**src/rtl/dpram_arbiter.sv**
```systemverilog
// Dual-port RAM arbiter: post-reset clear sweep, then independent round-robin write/read grants.
// Optional same-cycle write-to-read forwarding is built when DPRAM_ARB_BYPASS_EN is defined.
module dpram_arbiter #(
  parameter int XLEN       = 32,
  parameter int ADDR_WIDTH = 5
) (
  input  logic                  i_clk,
  input  logic                  i_rst,
  input  logic [1:0]            i_reqValid,
  input  logic [1:0]            i_reqWe,
  input  logic [ADDR_WIDTH-1:0] i_reqAddr0,
  input  logic [ADDR_WIDTH-1:0] i_reqAddr1,
  input  logic [XLEN-1:0]       i_reqData0,
  input  logic [XLEN-1:0]       i_reqData1,
  output logic [1:0]            o_reqReady,
  output logic [1:0]            o_rspValid,
  output logic [XLEN-1:0]       o_rspData,
  output logic                  o_busy,
  output logic                  o_ramWe,
  output logic [ADDR_WIDTH-1:0] o_ramWAddr,
  output logic [ADDR_WIDTH-1:0] o_ramRAddr,
  output logic [XLEN-1:0]       o_ramDataIn,
  input  logic [XLEN-1:0]       i_ramQ
);

  typedef enum logic {CLEAR, RUN} state_t;

  state_t                state;
  logic [ADDR_WIDTH-1:0] clr_cnt;
  logic                  wr_ptr;
  logic                  rd_ptr;
  logic [ADDR_WIDTH-1:0] raddr_q;

  logic                  run;
  logic [1:0]            wr_req, rd_req, wr_gnt, rd_gnt;
  logic                  wr_sel, rd_sel;
  logic [ADDR_WIDTH-1:0] wr_addr_p0, rd_addr_p0;
  logic [XLEN-1:0]       wr_data_p0;

  logic                  rsp_vld_p1;
  logic                  rsp_id_p1;

  // Arbitration is gated by reset so no grant is seen while i_rst is high.
  always_comb begin
    run    = (state == RUN) && !i_rst;
    wr_req = i_reqValid & i_reqWe & {2{run}};
    rd_req = i_reqValid & ~i_reqWe & {2{run}};
    wr_gnt = (wr_req == 2'b11) ? (wr_ptr ? 2'b10 : 2'b01) : wr_req;
    rd_gnt = (rd_req == 2'b11) ? (rd_ptr ? 2'b10 : 2'b01) : rd_req;
    wr_sel = wr_gnt[1];
    rd_sel = rd_gnt[1];
    wr_addr_p0 = wr_sel ? i_reqAddr1 : i_reqAddr0;
    wr_data_p0 = wr_sel ? i_reqData1 : i_reqData0;
    rd_addr_p0 = rd_sel ? i_reqAddr1 : i_reqAddr0;
  end

  assign o_reqReady  = wr_gnt | rd_gnt;
  assign o_busy      = (state == CLEAR);
  assign o_ramWe     = (state == CLEAR) ? !i_rst : (|wr_gnt);
  assign o_ramWAddr  = (state == CLEAR) ? clr_cnt : wr_addr_p0;
  assign o_ramDataIn = (state == CLEAR) ? '0 : wr_data_p0;
  assign o_ramRAddr  = (|rd_gnt) ? rd_addr_p0 : raddr_q;

  always_ff @(posedge i_clk) begin
    if (i_rst) begin
      state      <= CLEAR;
      clr_cnt    <= '0;
      wr_ptr     <= 1'b0;
      rd_ptr     <= 1'b0;
      raddr_q    <= '0;
      rsp_vld_p1 <= 1'b0;
    end else begin
      if (state == CLEAR) begin
        clr_cnt <= clr_cnt + 1'b1;
        if (clr_cnt == {ADDR_WIDTH{1'b1}})
          state <= RUN;
      end
      // A contested grant hands priority to the loser.
      if (wr_req == 2'b11)
        wr_ptr <= ~wr_ptr;
      if (rd_req == 2'b11)
        rd_ptr <= ~rd_ptr;
      if (|rd_gnt)
        raddr_q <= rd_addr_p0;
      rsp_vld_p1 <= |rd_gnt;
    end
  end

  // ---- stage p0 -> p1: read response bookkeeping ----
  always_ff @(posedge i_clk) begin
    rsp_id_p1 <= rd_sel;
  end

  assign o_rspValid = (rsp_vld_p1 && !i_rst) ? (rsp_id_p1 ? 2'b10 : 2'b01) : 2'b00;

`ifdef DPRAM_ARB_BYPASS_EN
  logic            byp_hit_p1;
  logic [XLEN-1:0] byp_data_p1;

  always_ff @(posedge i_clk) begin
    if (i_rst)
      byp_hit_p1 <= 1'b0;
    else
      byp_hit_p1 <= (|wr_gnt) && (|rd_gnt) && (wr_addr_p0 == rd_addr_p0);
  end

  always_ff @(posedge i_clk) begin
    byp_data_p1 <= wr_data_p0;
  end

  assign o_rspData = byp_hit_p1 ? byp_data_p1 : i_ramQ;
`else
  assign o_rspData = i_ramQ;
`endif

endmodule

```
**config.mk**
```make
export PLATFORM = sky130hd
export DESIGN_NAME = dpram_arbiter
export DESIGN_NICKNAME = d
export VERILOG_FILES = /design/src/rtl/dpram_arbiter.sv
export SDC_FILE = /design/constraint.sdc
export NUM_CORES = 1
export LEC_CHECK = 0
export CORE_MARGIN = 8
export CORE_UTILIZATION = 29
export DETAILED_ROUTE_END_ITERATION = 8
export GPL_ROUTABILITY_DRIVEN = 0
export GPL_TIMING_DRIVEN = 0
export PLACE_DENSITY = 0.92
export SLEW_MARGIN = 15
export SYNTH_ARGS = -nofsm -noshare
export SYNTH_HDL_FRONTEND = slang
export SYNTH_SLANG_ARGS = --single-unit
```
**constraint.sdc**
```tcl
create_clock -name i_clk -period 3.3 [get_ports i_clk]
set_clock_uncertainty 0.1 [all_clocks]
set_input_delay 0.66 -clock i_clk [delete_from_list [all_inputs] [get_ports i_clk]]
set_output_delay 0.66 -clock i_clk [all_outputs]
set_load 0.05 [all_outputs]
```
==> out/qor.txt <==
Status - completed
Final #Nets - 541
Max clock buf depth - 2
Period utilisation layout - 0.977
Ant diodes - 0
Post-synth top area share - 0.167
CP max stage delay - 0.46 ns
Fmax - 310 MHz
Ratio of cells with drive above 1 in the final layout - 0.246
Post-synth EDFFs - 0
P_leak - 1.39 nW
Max FO, Critical Path - 10
Fin. max-slew vios - 0
Synth async-reset ratio - 0
Buf/Inv on CP - 5
Post-Synth Adder-Cell Area - 0.0139
Max Cap Viol - 0
Via Count - 2598
DRT Pass-1 Iters - 4
Mapped Area - 0.00180 sq mm
Min-delay worst type - flip-flop to flip-flop
Largest family of logic cells by synthesized area - compound AO/OA/AOI/OAI gates
Area contributors post-synth - dfxtp_1, buf_4, nand3_1
Die area - 0.00898 sq mm
Crit start category - input port
Worst Hold Launch - raddr_q[1]$_SDFF_PP0_
PwrDens - 197 mW/mm^2
Crit-path cells - clkdlybuf4s50_1 > buf_6 > and4b_1 > buf_4 > buf_4 > nand3_1 > a21oi_1 > buf_4
Die H - 94.7 um
Design area - 0.00337 sq mm
Ys flop type - dfxtp_1
Crit-path slowest cell - clkdlybuf4s50_1
Initial Utilization - 0.302
DRC Markers - 0
Worst path arrival time - 2.46 ns
Hold Buf Count CTS - 0
All-Layer GR Usage - 0.191
Latest clock arrival within the worst-skew pair - 0.26 ns
Post-route ant nets - 0
Post-DP Area - 0.00346 sq mm
Final-report hold violation count - 0
Htree depth - 1
XOR/XNOR Fraction of Synth Area - 0.0146
Placeable Area - 0.00596 sq mm
Routed Wire Length - 9310 um
WS Path Type - input port to output pin
Post-DP HPWL - 7670 um
Synth Net Count - 379
RSZ-0062 raised after global routing - no
Critical Path RT - 2.54 ns
Max-slew headroom - 0.629
I/O Buffers - 157
Reg2reg end - raddr_q[1]$_SDFF_PP0_
Cts bufs inserted - 3
Chip Width - 94.7 um
First-pass GRT wire length - 13700 um
Yosys top cell by area - dfxtp_1
DRT iter0 DRCs - 116
R2R Setup Slk - 1.82 ns
GR Overflow Total - 0
Largest net degree at the start of global routing - 11
Post-synthesis compound-gate area fraction - 0.299
Drt wl/cell - 18.6 um
Post-synthesis register bit count - 15
Sink Count - 15
Place WS - -0.709 ns
Reg2reg start - state$_SDFF_PP0_
Clock transition at the registers of the reported paths - 0.06 ns
Crit-path leading delay family - buffers and inverters
Hold path depth - 2
Min cycle time layout - 3.22 ns
Register area share after synthesis - 0.167
Endpoint class of the critical path - output pin
Area growth syn-to-layout - 87.3%
Initial antenna violation count - 0
Post-Synth Simple-Gate Area - 0.265
Crit-path most repeated cell - buf_4
Row count - 28
Number of global-route vias before repair - 2621
Syn_area_per_cell - 6.78 sq um
WHS Endpoint - raddr_q[1]$_SDFF_PP0_
Yosys cell types - 34
Worst slew pin tran - 0.555 ns
Post-Syn Instances - 265
Fill cell count - 568
Yosys warnings - 0
Synth cell count leaders - nand3_1, buf_4, a21oi_1, o21ai_0, dfxtp_1
Setup Viol. Count Final - 0
Fin worst setup slack - 0.0774 ns
Clk root buf - clkbuf_8
Vias per cell - 5.19
# IOs - 192
CTS tree - yes
Peak supply drop - 230 uV
Most common cell in the netlist - nand3_1
R2R depth - 4
Mux contribution to synthesized area - 0.0111
Final TNS setup - 0 ns
-- layer usage --
metal	part of all wire	GRT usage	wire length (um)	vias to the layer above
li1	-	-	-	1246
met1	0.38	0.201	3490	1178
met2	0.51	0.362	4730	156
met3	0.095	0.0516	885	18
met4	0.021	0.0507	197	0
met5	0	0	0	-
-- flip-flops by register name (all words and copies together) (netlist names) --
name and cells:
clr_cnt 5, raddr_q 5, rd_ptr 1, rsp_id_p1 1, rsp_vld_p1 1, state 1, wr_ptr 1
-- worst reg2reg max path: stages (launching register included) --
cell and delay, ns:
dfxtp_1 0.41, nor2b_1 0.20, o21ai_1 0.15, buf_6 0.18, a2111oi_2 0.34
-- report_power, final --
| group | internal, W | total (W) | switching (W) |
|---|---|---|---|
| clock | 0.0000851 | 0.000158 | 0.0000732 |
| sequential | 0.000184 | 0.000188 | 0.00000380 |
| combinational | 0.000161 | 0.000318 | 0.000157 |
| total | 0.000430 | 0.000664 | 0.000234 |
-- final cells by class --
cell class	instances	area [sq um]	area share
clock buffers	3	41.3	0.0123
repair buffers	157	1420	0.422
clock inverters	1	7.51	0.00223
multi-input cells	185	1080	0.322
inverters	7	26.3	0.00780
flip-flops and latches	15	300	0.0892
plain buffers	58	392	0.116
well taps	75	93.8	0.0279
-- through the flow --
| step | power (W) | std cells | utilization | hold slack, ns |
|---|---|---|---|---|
| floorplan | 0.000355 | 265 | - | 0.355 |
| global placement | 0.000505 | 497 | 0.582 | 0.364 |
| detailed placement | 0.000511 | 497 | 0.582 | 0.371 |
| CTS | 0.000669 | 501 | 0.578 | 0.382 |
| global route | 0.000689 | 501 | 0.566 | 0.403 |
| finish | 0.000664 | 501 | 0.566 | 0.382 |
-- worst max-delay path by stage --
stage / from / endpoint / slack, ns / cells past startpoint
6_report: i_rst / o_ramDataIn[15] / 0.08 / 8
5_1_grt: i_rst / o_ramDataIn[29] / 0.003 / 8
4_1_cts: i_rst / o_ramDataIn[4] / 0.0006 / 8
3_5_place_dp: i_reqValid[1] / o_ramDataIn[15] / -0.71 / 7
3_3_place_gp: i_reqWe[1] / o_ramDataIn[28] / -0.62 / 7
2_1_floorplan: i_reqValid[0] / o_ramRAddr[0] / 0.14 / 5
-- cells in the final DEF, fill, tap and decap left out, types with 2 or more instances in the layout --
cell type	count
o21ai_1	6
ha_1	2
clkdlybuf4s15_2	7
inv_1	6
xor2_1	2
dlygate4sd2_1	2
clkbuf_8	3
o21ai_0	35
nand4b_1	2
mux2i_1	2
nor2_1	13
a2111oi_2	5
clkbuf_2	6
clkdlybuf4s50_1	109
nand4bb_1	3
a31oi_1	6
nand2_1	3
buf_4	40
nor2b_1	4
dlymetal6s2s_1	3
a21oi_1	35
buf_6	2
nand3_1	39
or3_1	2
dfxtp_1	15
a211oi_1	5
buf_2	33
nor3_1	10
clkbuf_4	6
clkbuf_1	7
and3b_1	3
-- kinds of logic after synthesis --
logic type                 after synthesis
muxes                                    2
xor gates and xnor gates                 3
and+or+nand+nor                         85
adders and majority gates                2
AOI/OAI and AO/OA                       93
buffers and inverters                   65
DFF                                     15
-- what timing repair did --
action,in CTS,in global routing
pin swaps,0,0
gates resized for setup,180,41
setup buffers,0,0
endpoints found under the setup margin,45,37
(Power assumes the default switching activity.)
